[src/rtl/updown_mod_counter_pkg.sv]
// counter_pkg: shared constants and next-count arithmetic for updown_mod_counter
package counter_pkg;
  localparam logic DIR_UP = 1'b1;
  localparam logic DIR_DOWN = 1'b0;
  localparam int DEF_WIDTH = 4;
  localparam int DEF_PRESC_W = 8;
  typedef struct packed {
    logic wrap;
    logic [31:0] cnt;
  } step_t;
  // Count above the modulus (modulus lowered at run time) snaps to the modulus
  // when counting down and wraps to zero when counting up.
  function automatic step_t next_count(input logic up, input logic [31:0] cnt, input logic [31:0] md);
    next_count.wrap = up ? cnt >= md : cnt == 0;
    next_count.cnt = up ? (cnt >= md ? 32'd0 : cnt + 32'd1) : ((cnt == 0 || cnt > md) ? md : cnt - 32'd1);
  endfunction
endpackage

[src/rtl/updown_mod_counter_if.sv]
// updown_mod_counter_if: control/status bundle for updown_mod_counter
// master drives EN, UP, LOAD, LOAD_VAL, MOD_VAL, WRAP_CLR (and PRESC_DIV when
// COUNTER_PRESCALE_EN is defined); slave drives COUNT, TC, WRAPPED.
interface updown_mod_counter_if import counter_pkg::*; #(
  parameter int WIDTH = DEF_WIDTH,
  parameter int PRESC_W = DEF_PRESC_W
);
  logic EN;
  logic UP;
  logic LOAD;
  logic [WIDTH-1:0] LOAD_VAL;
  logic [WIDTH-1:0] MOD_VAL;
  logic WRAP_CLR;
  logic [WIDTH-1:0] COUNT;
  logic TC;
  logic WRAPPED;
`ifdef COUNTER_PRESCALE_EN
  logic [PRESC_W-1:0] PRESC_DIV;
`endif
  modport master (
`ifdef COUNTER_PRESCALE_EN
    output PRESC_DIV,
`endif
    output EN, UP, LOAD, LOAD_VAL, MOD_VAL, WRAP_CLR,
    input COUNT, TC, WRAPPED
  );
  modport slave (
`ifdef COUNTER_PRESCALE_EN
    input PRESC_DIV,
`endif
    input EN, UP, LOAD, LOAD_VAL, MOD_VAL, WRAP_CLR,
    output COUNT, TC, WRAPPED
  );
endinterface

[src/rtl/updown_mod_counter_prescaler.sv]
// counter_prescaler: divides enabled cycles, TICK on the EN cycle where the count equals PRESC_DIV
// Ports: CLK clock, CLR sync active-low reset, EN advance, CLR_P sync clear,
// PRESC_DIV divide value, TICK step strobe (combinational).
module counter_prescaler #(
  parameter int PRESC_W = 8
) (
  input  logic CLK,
  input  logic CLR,
  input  logic EN,
  input  logic CLR_P,
  input  logic [PRESC_W-1:0] PRESC_DIV,
  output logic TICK
);
  logic [PRESC_W-1:0] cnt;
  assign TICK = EN && cnt == PRESC_DIV;
  always_ff @(posedge CLK)
    if (!CLR || CLR_P) cnt <= '0;
    else if (EN) cnt <= TICK ? '0 : cnt + 1'b1;
endmodule

[src/rtl/updown_mod_counter.sv]
// updown_mod_counter: up/down modulo counter with load, terminal-count pulse and sticky wrap flag
// Ports: CLK clock, CLR sync active-low reset, bus (updown_mod_counter_if.slave).
// Optional prescaler enabled by defining COUNTER_PRESCALE_EN.
module updown_mod_counter import counter_pkg::*; #(
  parameter int WIDTH = DEF_WIDTH,
  parameter int unsigned RESET_VAL = 0,
  parameter int PRESC_W = DEF_PRESC_W
) (
  input logic CLK,
  input logic CLR,
  updown_mod_counter_if.slave bus
);
  if (WIDTH < 2 || WIDTH > 32 || PRESC_W < 1) begin : g_bad
    $error("updown_mod_counter: illegal parameters");
  end
  logic [WIDTH-1:0] count;
  logic tc;
  logic wrapped;
  logic step;
  step_t nxt;
`ifdef COUNTER_PRESCALE_EN
  counter_prescaler #(.PRESC_W(PRESC_W)) u_presc (
    .CLK(CLK),
    .CLR(CLR),
    .EN(bus.EN),
    .CLR_P(bus.LOAD),
    .PRESC_DIV(bus.PRESC_DIV),
    .TICK(step)
  );
`else
  assign step = bus.EN;
`endif
  assign nxt = next_count(bus.UP == DIR_UP, 32'(count), 32'(bus.MOD_VAL));
  always_ff @(posedge CLK)
    if (!CLR) begin
      count <= WIDTH'(RESET_VAL);
      tc <= 1'b0;
      wrapped <= 1'b0;
    end else if (bus.LOAD) begin
      count <= bus.LOAD_VAL > bus.MOD_VAL ? bus.MOD_VAL : bus.LOAD_VAL;
      tc <= 1'b0;
    end else begin
      if (step) count <= nxt.cnt[WIDTH-1:0];
      tc <= step && nxt.wrap;
      wrapped <= (step && nxt.wrap) || (wrapped && !bus.WRAP_CLR);
    end
  assign bus.COUNT = count;
  assign bus.TC = tc;
  assign bus.WRAPPED = wrapped;
endmodule
[src/flat_wrapper.sv]
// flat-port wrapper written by rule: the top's interface ports become plain ports
module updown_mod_counter_flat import counter_pkg::*;
#(
  parameter int WIDTH = DEF_WIDTH,
  parameter int unsigned RESET_VAL = 0,
  parameter int PRESC_W = DEF_PRESC_W
)
  (CLK, CLR, bus_EN, bus_UP, bus_LOAD, bus_LOAD_VAL, bus_MOD_VAL, bus_WRAP_CLR, bus_COUNT, bus_TC, bus_WRAPPED);
  updown_mod_counter_if #(.WIDTH(WIDTH), .PRESC_W(PRESC_W)) bus_i ();
  input logic CLK;
  input logic CLR;
  input wire logic [$bits(bus_i.EN)-1:0] bus_EN;
  input wire logic [$bits(bus_i.UP)-1:0] bus_UP;
  input wire logic [$bits(bus_i.LOAD)-1:0] bus_LOAD;
  input wire logic [$bits(bus_i.LOAD_VAL)-1:0] bus_LOAD_VAL;
  input wire logic [$bits(bus_i.MOD_VAL)-1:0] bus_MOD_VAL;
  input wire logic [$bits(bus_i.WRAP_CLR)-1:0] bus_WRAP_CLR;
  output wire logic [$bits(bus_i.COUNT)-1:0] bus_COUNT;
  output wire logic [$bits(bus_i.TC)-1:0] bus_TC;
  output wire logic [$bits(bus_i.WRAPPED)-1:0] bus_WRAPPED;
  assign bus_i.EN = bus_EN;
  assign bus_i.UP = bus_UP;
  assign bus_i.LOAD = bus_LOAD;
  assign bus_i.LOAD_VAL = bus_LOAD_VAL;
  assign bus_i.MOD_VAL = bus_MOD_VAL;
  assign bus_i.WRAP_CLR = bus_WRAP_CLR;
  assign bus_COUNT = bus_i.COUNT;
  assign bus_TC = bus_i.TC;
  assign bus_WRAPPED = bus_i.WRAPPED;
  updown_mod_counter #(.WIDTH(WIDTH), .RESET_VAL(RESET_VAL), .PRESC_W(PRESC_W)) u_core (.CLK(CLK), .CLR(CLR), .bus(bus_i));
endmodule
[config.mk]
export PLATFORM = sky130hd
export DESIGN_NAME = updown_mod_counter_flat
export DESIGN_NICKNAME = d
export VERILOG_FILES = /design/src/rtl/updown_mod_counter_pkg.sv /design/src/rtl/updown_mod_counter_if.sv /design/src/rtl/updown_mod_counter_prescaler.sv /design/src/rtl/updown_mod_counter.sv /design/src/flat_wrapper.sv
export SDC_FILE = /design/constraint.sdc
export NUM_CORES = 1
export LEC_CHECK = 0
export CORE_ASPECT_RATIO = 1.75
export CORE_MARGIN = 4
export CORE_UTILIZATION = 28
export DETAILED_ROUTE_END_ITERATION = 12
export SLEW_MARGIN = 20
export SYNTH_ARGS = -nofsm -noshare
export SYNTH_HDL_FRONTEND = slang
export SYNTH_HIERARCHICAL = 1
export SYNTH_SLANG_ARGS = --single-unit
[constraint.sdc]
create_clock -name CLK -period 2.4 [get_ports CLK]
set_input_delay 0.48 -clock CLK [delete_from_list [all_inputs] [get_ports CLK]]
set_output_delay 0.48 -clock CLK [all_outputs]
set_load 0.005 [all_outputs]
==> metrics.csv, run 1 <==
metric,value,unit
fin_crit_sh,0.983,
grt_pass1_vias,957,
cts_buffer_depth,2,
fp.dieH,78.5,um
path_class,in2reg,
setup_viol,0,
p_leak,0.494,nW
syn_area,796,um^2
fin_util,0.430,
slew_headroom,0.741,
antenna_found_initial,0,
track_usage,0.141,
row_count,25,
drc,0,
cts-root-buf,clkbuf_8,
synth_top_cell_area_share,0.157,
seq_area_frac_synth,0.151,
synth_flop_cell,dfxtp_1,
firstDrtPassIters,5,
fillers,266,
wl_met3,105,um
h-tree-depth,1,
synth_area_leaders,"ha_1, dfxtp_1, nor2_1, mux2_2, a221oi_1",
ant_nets,0,
post_cts_buffers,0,
status,finished clean,
layout_min_cycle_time,2.36,ns
cp-start-kind,input pin,
hold_buffers,0,
final_layout_size_suffix_gt1_frac,0.254,
cts_sinks,6,
cts_made_buffers,3,
nNetsFinal,156,
synthDistinctLibCells,35,
hp-class,reg2reg,
core,2720,um^2
area_growth,47.2,%
place_ws,-0.178,ns
hpwl,2040,um
tightest_slew,0.384,ns
clk_pin_slew,0.04,ns
io_pins,20,
yosys.area.top_type,ha_1,
setup_slack,0.0407,ns
overflow,0,
viasPerCell,5.62,
max_cap_viol_count,0,
dp.cells,154,
drt_iter0_markers,22,
grt_start_max_net_pins,14,
hold_viol_final,0,
avgSynthCellArea,7.88,um^2
stdcell_count,157,
grt_first_pass_wirelength,4300,um
start_util,0.292,
reg2regPathDepth,7,
ctsResizeCount,0,
wl_met1,896,um
synth_cells,101,
synth_nets,125,
ir_drop,223,uV
synth_edf_count,0,
finalPower,567,uW
wl,2550,um
wl_per_cell,16.2,um
ys_warn_count,6,
critPathCaptureType,flop,
gp_congestion,0.865,
clock_latency,0.22,ns
io_buffers,19,
async_reset_ff_frac,0,
yosys_register_bits,6,
die_w,48.3,um
met2_wirelength,1380,um
cts_tree,built,
dieArea,3790,um^2
vias,883,
holdPathStages,2,
antenna_cells,0,
crit_required,2.55,ns
fin_skew,0.000522,ns
crit_arrival,2.51,ns
maxSlewViolCount,0,
crit_fanout,4,
power_density,484,nW/um^2
max_clock_freq,424,MHz
routed.top_layer,met4,
cells in the mapped netlist, types with 2 or more instances:
cell and number:
o21ai_0 4, xnor2_1 3, o311ai_0 3, ha_1 10
a21oi_1 3, nand4_1 2, nand3_1 3, nand2_1 5
o211ai_1 3, or3_1 2, mux2_2 4, clkbuf_1 2
dfxtp_1 6, inv_1 8, nor2_1 15, nor3_1 6
a221oi_1 4
kinds of logic after synthesis:
family / count (synthesis) / synth area share
muxes: 4 / 0.0566
DFF: 6 / 0.151
xor gates and xnor gates: 4 / 0.0440
AOI/OAI and AO/OA: 25 / 0.247
and+or+nand+nor: 40 / 0.278
adders and majority gates: 10 / 0.157
buffers and inverters: 12 / 0.0660
routing by layer:
metal / GRT usage / up-vias
met4: 0.108 / 0
met1: 0.135 / 396
li1: - / 438
met5: 0 / -
met3: 0.0266 / 13
met2: 0.254 / 36
flip-flops by register name (all words and copies together), names as in the netlist:
name and count:
u_core/bus.COUNT 4, u_core/bus.TC 1, u_core/bus.WRAPPED 1
where the power goes:
group	internal, mW	switching, mW
clock	0.108	0.0446
sequential	0.111	0.0151
combinational	0.147	0.142
total	0.365	0.201
placed cells by master (no fill, tap or decap), types with 2 or more instances in the layout:
cell and count:
inv_2 2, a221oi_2 5, o21ai_0 4, nor3_1 6
nand3_1 3, ha_1 9, nand2_1 5, o211ai_1 3
buf_4 10, xnor2_1 3, a21oi_1 3, nand4_1 2
inv_1 7, mux2_2 4, clkbuf_8 3, o311ai_0 3
dfxtp_1 6, clkdlybuf4s50_1 19, nor2_1 14
per-stage QoR:
step	TNS [ns]	cell area, um^2	hold WS, ns
6_report	0	1170	0.482
5_1_grt	-0.0271	1170	0.540
4_1_cts	0	1120	0.483
3_5_place_dp	-0.743	1080	0.471
3_3_place_gp	-0.558	1080	0.468
2_1_floorplan	0	796	0.465
worst paths after layout:
| path | startpoint | slack (ns) | to |
|---|---|---|---|
| max | bus_MOD_VAL[1] | 0.04 | u_core/bus.WRAPPED |
| max reg2reg | u_core/bus.COUNT[0] | 0.35 | u_core/bus.WRAPPED |
| min | u_core/bus.WRAPPED | 0.48 | u_core/bus.WRAPPED |
| min reg2reg | u_core/bus.WRAPPED | 0.48 | u_core/bus.WRAPPED |
area by class of cell:
type,count,area (um^2),share of cell area
clock buffer,3,41.3,0.0353
inverter,9,33.8,0.0288
multi-input combinational,83,677,0.578
sequential,6,120,0.103
tap,27,33.8,0.0288
timing repair buffer,29,265,0.226
critical path, cell delays in order:
cell and delay (ns):
clkdlybuf4s50_1 0.50, inv_2 0.07, ha_4 0.26, nor2b_4 0.14, o211a_1 0.22, and4bb_2 0.30
or3_4 0.40, a21oi_1 0.13
Power figures use the tool's default switching activity.
==> run 2: changes to the inputs <==
SYNTH_HIERARCHICAL = unset   (was 1)
==> run 2 against run 1 <==
Hold slack lost 0.015 ns. Cell area shrank 3.0%. Setup slack gained 0.083 ns. Cell count grew 3.8%. Global-route usage grew 1.4 points. Area after synthesis shrank 3.1%. Critical path type unchanged.
==> metrics.csv, run 2 <==
metric,value,unit
wl,2520,um
antenna_cells,0,
grt_start_max_net_pins,14,
synth_area_leaders,"ha_1, dfxtp_1, nor2_1, a221oi_1, nand3_1",
async_reset_ff_frac,0,
cp-start-kind,input pin,
clockPowerShare,0.272,
crit_required,2.52,ns
row_count,24,
holdWs,0.467,ns
clk_pin_slew,0.03,ns
r2r_start,u_core.bus.COUNT[1],
cts_made_buffers,3,
ctsResizeCount,0,
io_pins,20,
clock_latency,0.22,ns
p_sw_frac,0.341,
crit_arrival,2.40,ns
startpoint,bus_MOD_VAL[1],
start_util,0.302,
overflow,0,
power_density,479,nW/um^2
synth_top_cell_area_share,0.162,
maxSlewViolCount,0,
fin_util,0.445,
p_switching,186,uW
r2r_slack,0.49,ns
drc,0,
final_cell_mix,"clkdlybuf4s50_1, buf_4, nor2_1",
ant_nets,0,
track_usage,0.155,
multiInputGateArea,598,um^2
largest_reg_flops,4,
setup_tns,0,ns
timing.rr.end,u_core.bus.COUNT[0],
die_w,47.7,um
path_class,in2reg,
grt_pass1_vias,1003,
wl_per_cell,15.4,um
crit_fanout,3,
tightest_slew,0.349,ns
fp.dieH,77.4,um
reg2regPathDepth,8,
final_layout_size_suffix_gt1_frac,0.175,
cts_tree,built,
drt_iter0_markers,26,
synth_nets,126,
dieArea,3690,um^2
vias,963,
ys_warn_count,0,
rsz0062_at_grt,false,
hp-class,reg2reg,
grt_first_pass_wirelength,4270,um
yosys.area.top_type,ha_1,
avgSynthCellArea,7.56,um^2
antenna_found_initial,0,
syn_area,771,um^2
dp.cells,160,
fillers,261,
hold_viol_final,0,
area.sequential,120,um^2
stdcell_count,163,
area_growth,47.4,%
max_cap_viol_count,0,
h-tree-depth,1,
fin_crit_sh,0.948,
synth_common_cells,"nor2_1, ha_1, inv_1",
layout_commonest_cell,clkdlybuf4s50_1,
core,2550,um^2
setup_viol,0,
p_seq_frac,0.219,
cts_sinks,6,
combinationalPowerShare,0.509,
yosys_register_bits,6,
critPathCaptureType,flop,
gp_congestion,0.906,
seq_area_frac_synth,0.156,
synth_flop_cell,dfxtp_1,
synth_edf_count,0,
viasPerCell,5.91,
fin_skew,0.00263,ns
cts-root-buf,clkbuf_8,
hpwl,2150,um
p_leak,0.498,nW
synthDistinctLibCells,36,
p_int,359,uW
status,finished clean,
firstDrtPassIters,4,
post_cts_buffers,0,
layout_min_cycle_time,2.28,ns
max_clock_freq,439,MHz
ir_drop,155,uV
endpoint,u_core.bus.COUNT[2],
yosysMostFrequentCell,nor2_1,
io_buffers,19,
slew_headroom,0.765,
cts_buffer_depth,2,
hold_buffers,0,
synth_cells,102,
nNetsFinal,163,
run 2: power groups by stage:
stage,Combinational (mW),Sequential (mW),Clock (mW)
finish,0.277,0.119,0.148
global route,0.307,0.120,0.158
CTS,0.277,0.119,0.152
detailed placement,0.276,0.121,0
global placement,0.274,0.121,0
floorplan,0.144,0.126,0
run 2: how the worst min path moves through the flow:
stage | startpoint | to | slack [ns] | cells after the start
after floorplan | u_core.bus.WRAPPED | u_core.bus.WRAPPED | 0.47 | 2
after global placement | u_core.bus.WRAPPED | u_core.bus.WRAPPED | 0.46 | 2
after detailed placement | u_core.bus.WRAPPED | u_core.bus.WRAPPED | 0.47 | 2
after CTS | u_core.bus.WRAPPED | u_core.bus.WRAPPED | 0.47 | 2
after global routing | u_core.bus.WRAPPED | u_core.bus.WRAPPED | 0.52 | 2
final | u_core.bus.WRAPPED | u_core.bus.WRAPPED | 0.47 | 2
run 2: final cells by class:
| cell class | instances | area share |
|---|---|---|
| clock buffers | 3 | 0.0363 |
| inverters | 9 | 0.0297 |
| multi-input cells | 84 | 0.526 |
| flip-flops and latches | 6 | 0.106 |
| well taps | 26 | 0.0286 |
| repair buffers | 35 | 0.273 |
run 2: cell families (layout without fill, tap and decap cells):
group | count (synthesis) | count (layout) | synth area share
muxes | 1 | 1 | 0.0146
xor gates and xnor gates | 4 | 4 | 0.0455
DFF | 6 | 6 | 0.156
AOI/OAI and AO/OA | 30 | 30 | 0.291
buffers and inverters | 12 | 47 | 0.0682
adders and majority gates | 10 | 10 | 0.162
and+or+nand+nor | 39 | 39 | 0.263
run 2: critical path, cell delays in order:
cell             delay (ns)
clkdlybuf4s50_1        0.47
inv_1                  0.06
ha_1                   0.29
nor2b_1                0.17
o211a_1                0.20
o21ai_2                0.08
buf_4                  0.14
a211o_1                0.27
a221oi_1               0.23
run 2: metal layers:
| layer | GRT usage | routed length (um) | share of wire |
|---|---|---|---|
| met1 | 0.162 | 940 | 0.37 |
| met2 | 0.270 | 1380 | 0.55 |
| met3 | 0.0255 | 99 | 0.039 |
| met4 | 0.0889 | 96 | 0.038 |
| met5 | 0 | 0 | 0 |
run 2: per-stage QoR:
| step | power (mW) | area [um^2] | setup WS (ns) |
|---|---|---|---|
| final | 0.544 | 1140 | 0.124 |
| after global routing | 0.585 | 1140 | 0.0102 |
| after CTS | 0.548 | 1140 | 0.130 |
| after detailed placement | 0.396 | 1090 | -0.0919 |
| after global placement | 0.394 | 1090 | -0.0581 |
| after floorplan | 0.270 | 771 | 0.470 |
==> run 3: changes to the inputs <==
ABC_AREA = 1   (was unset)
SYNTH_HIERARCHICAL = 1   (was unset)
clock period = 2.01 ns   (was 2.4 ns; I/O delays follow)
==> run 3 against run 2 <==
Hold slack better by 0.012 ns. Sequential cell count unchanged. Clock skew down 0.0016 ns. Combinational power up 15%. Global-route usage down 2.9 points. Cell count up 8.6%. Area after synthesis down 1.8%. Clock-buffer cell count unchanged. Cell area down 0.22%. Critical path depth unchanged. First-iteration DRC count down 23%. Critical path type unchanged. Largest cell class unchanged. Largest power group unchanged.
==> metrics.csv, run 3 <==
metric,value,unit
overflow,0,
status,finished clean,
grt_pass1_vias,833,
core,2550,um^2
path_class,in2reg,
hp-start,u_core/bus.WRAPPED,
die_w,47.3,um
synth_cells,119,
synthDistinctLibCells,22,
max_cap_viol_count,0,
async_reset_ff_frac,0,
fin_util,0.444,
gp_congestion,0.847,
syn_area,757,um^2
setup_tns,0,ns
synth_flop_cell,dfxtp_1,
use_met1,0.129,
cts_made_buffers,3,
grtUsageMet3,0.00703,
final_cell_mix,"nand2_1, clkdlybuf4s50_1, nand3_1",
rsz0062_at_grt,true,
p_leak,0.552,nW
ys_warn_count,6,
dieArea,3630,um^2
place_ws,-0.153,ns
synth_common_cells,"nand2_1, nand3_1, inv_1",
final_layout_size_suffix_gt1_frac,0.212,
multiInputGateArea,603,um^2
setup_viol,0,
seq_area_frac_synth,0.159,
h-tree-depth,1,
power_density,571,nW/um^2
row_count,24,
synth_area_leaders,"ha_1, dfxtp_1, nand2_1, nand3_1, inv_1",
holdPathStages,2,
finalPower,648,uW
area_growth,49.8,%
antenna_cells,0,
yosys_register_bits,6,
setup_slack,0.0822,ns
crit_required,2.12,ns
area.sequential,120,um^2
layout_commonest_cell,nand2_1,
r2r_start,u_core/bus.COUNT[0],
slowest_delay,0.46,ns
grtUsageMet2,0.222,
viasPerCell,4.84,
fin_skew,0.00107,ns
reg2regPathDepth,9,
stdcell_count,177,
ir_drop,246,uV
fp.dieH,76.8,um
ant_nets,0,
cts-root-buf,clkbuf_8,
cts_sinks,6,
hold_buffers,0,
hp-class,reg2reg,
crit_fanout,8,
wl_per_cell,12.2,um
synth_nets,143,
critPathCaptureType,flop,
yosys.area.top_type,ha_1,
drc,0,
layout_min_cycle_time,1.93,ns
largest_reg_flops,4,
vias,856,
hold_viol_final,0,
start_util,0.297,
cp-start-kind,input pin,
placed_area,1040,um^2
tightest_slew,0.290,ns
track_usage,0.126,
firstDrtPassIters,4,
slowest_stage,clkdlybuf4s50_1,
timing.rr.end,u_core/bus.COUNT[3],
antenna_found_initial,0,
max_clock_freq,519,MHz
synth_edf_count,0,
fin_crit_sh,0.959,
design_area,1130,um^2
path_buf_inv,2,
min_to,u_core/bus.WRAPPED,
dp.cells,173,
maxSlewViolCount,0,
clk_pin_slew,0.04,ns
hpwl,1760,um
yosysMostFrequentCell,nand2_1,
crit_arrival,2.04,ns
fillers,272,
grt_first_pass_wirelength,3410,um
path_cells,"clkdlybuf4s50_1, inv_1, ha_1, a21oi_1, o21ai_4, a21oi_1, nor2_1, nor2_1, a21oi_2",
grt_busiest_layer,met2,
wl,2150,um
holdWs,0.479,ns
cts_tree,built,
io_buffers,19,
cts_buffer_depth,2,
nNetsFinal,177,
critical_path.top_delay_family,compound AO/OA/AOI/OAI gates,
slew_headroom,0.807,
grt_start_max_net_pins,9,
clock_latency,0.22,ns
synth_top_cell_area_share,0.165,
io_pins,20,
avgSynthCellArea,6.36,um^2
r2r_slack,0.38,ns
drt_iter0_markers,20,
==> run 3: cell types whose count changed after synthesis, sizes merged, moves of 2 or more <==
cell,change
inv,+7
o31ai,-3
nor3,-6
nor2b,-2
a221oi,-4
nor2,-2
nand2,+32
o311ai,-3
a21oi,+8
a211oi,-2
or3,-2
clkbuf,-2
nand3,+10
o211ai,-2
==> run 3: final cells by class <==
| cell class | count | area share |
|---|---|---|
| sequential | 6 | 0.106 |
| inverter | 17 | 0.0563 |
| clock buffer | 3 | 0.0364 |
| multi-input combinational | 95 | 0.532 |
| timing repair buffer | 30 | 0.241 |
| tap | 26 | 0.0287 |
==> run 3: logic make-up after synthesis <==
group,Yosys count,synth area share
compound gates,18,0.152
xor+xnor,3,0.0347
buf+inv,18,0.0992
fa+ha+maj,10,0.165
flops,6,0.159
simple gates,64,0.390
==> run 3: worst max path at each step <==
stage                   startpoint  depth (start not counted)             endpoint  slack (ns)
floorplan           bus_MOD_VAL[3]                          8  u_core/bus.COUNT[3]        0.45
global placement    bus_MOD_VAL[1]                         12  u_core/bus.COUNT[3]       -0.16
detailed placement  bus_MOD_VAL[1]                         12  u_core/bus.COUNT[3]       -0.15
CTS                 bus_MOD_VAL[1]                         12  u_core/bus.COUNT[3]        0.06
global route        bus_MOD_VAL[3]                         10  u_core/bus.COUNT[2]       -0.04
finish              bus_MOD_VAL[3]                          9  u_core/bus.COUNT[2]        0.08
==> run 3: timing repair <==
item,4_1_cts,5_1_grt
setup endpoints to repair,0,4
gates resized for setup,0,6
setup buffers,0,1
hold endpoints to repair,0,0
==> run 3: tightest hold or removal path, stage by stage (launching register included) <==
cell	delay, ns
dfxtp_1	0.30
nand3_1	0.08
nand2_1	0.05
==> run 3: power breakdown <==
part           internal (mW)  total (mW)  switching (mW)
combinational          0.150       0.319           0.169
clock                  0.129       0.182          0.0529
sequential             0.131       0.147          0.0160
total                  0.410       0.648           0.238
==> run 3: routing by layer <==
metal	vias to the layer above	share of wire
met1	374	0.38
met2	23	0.57
met5	-	0
met4	0	0.031
li1	452	-
met3	7	0.026
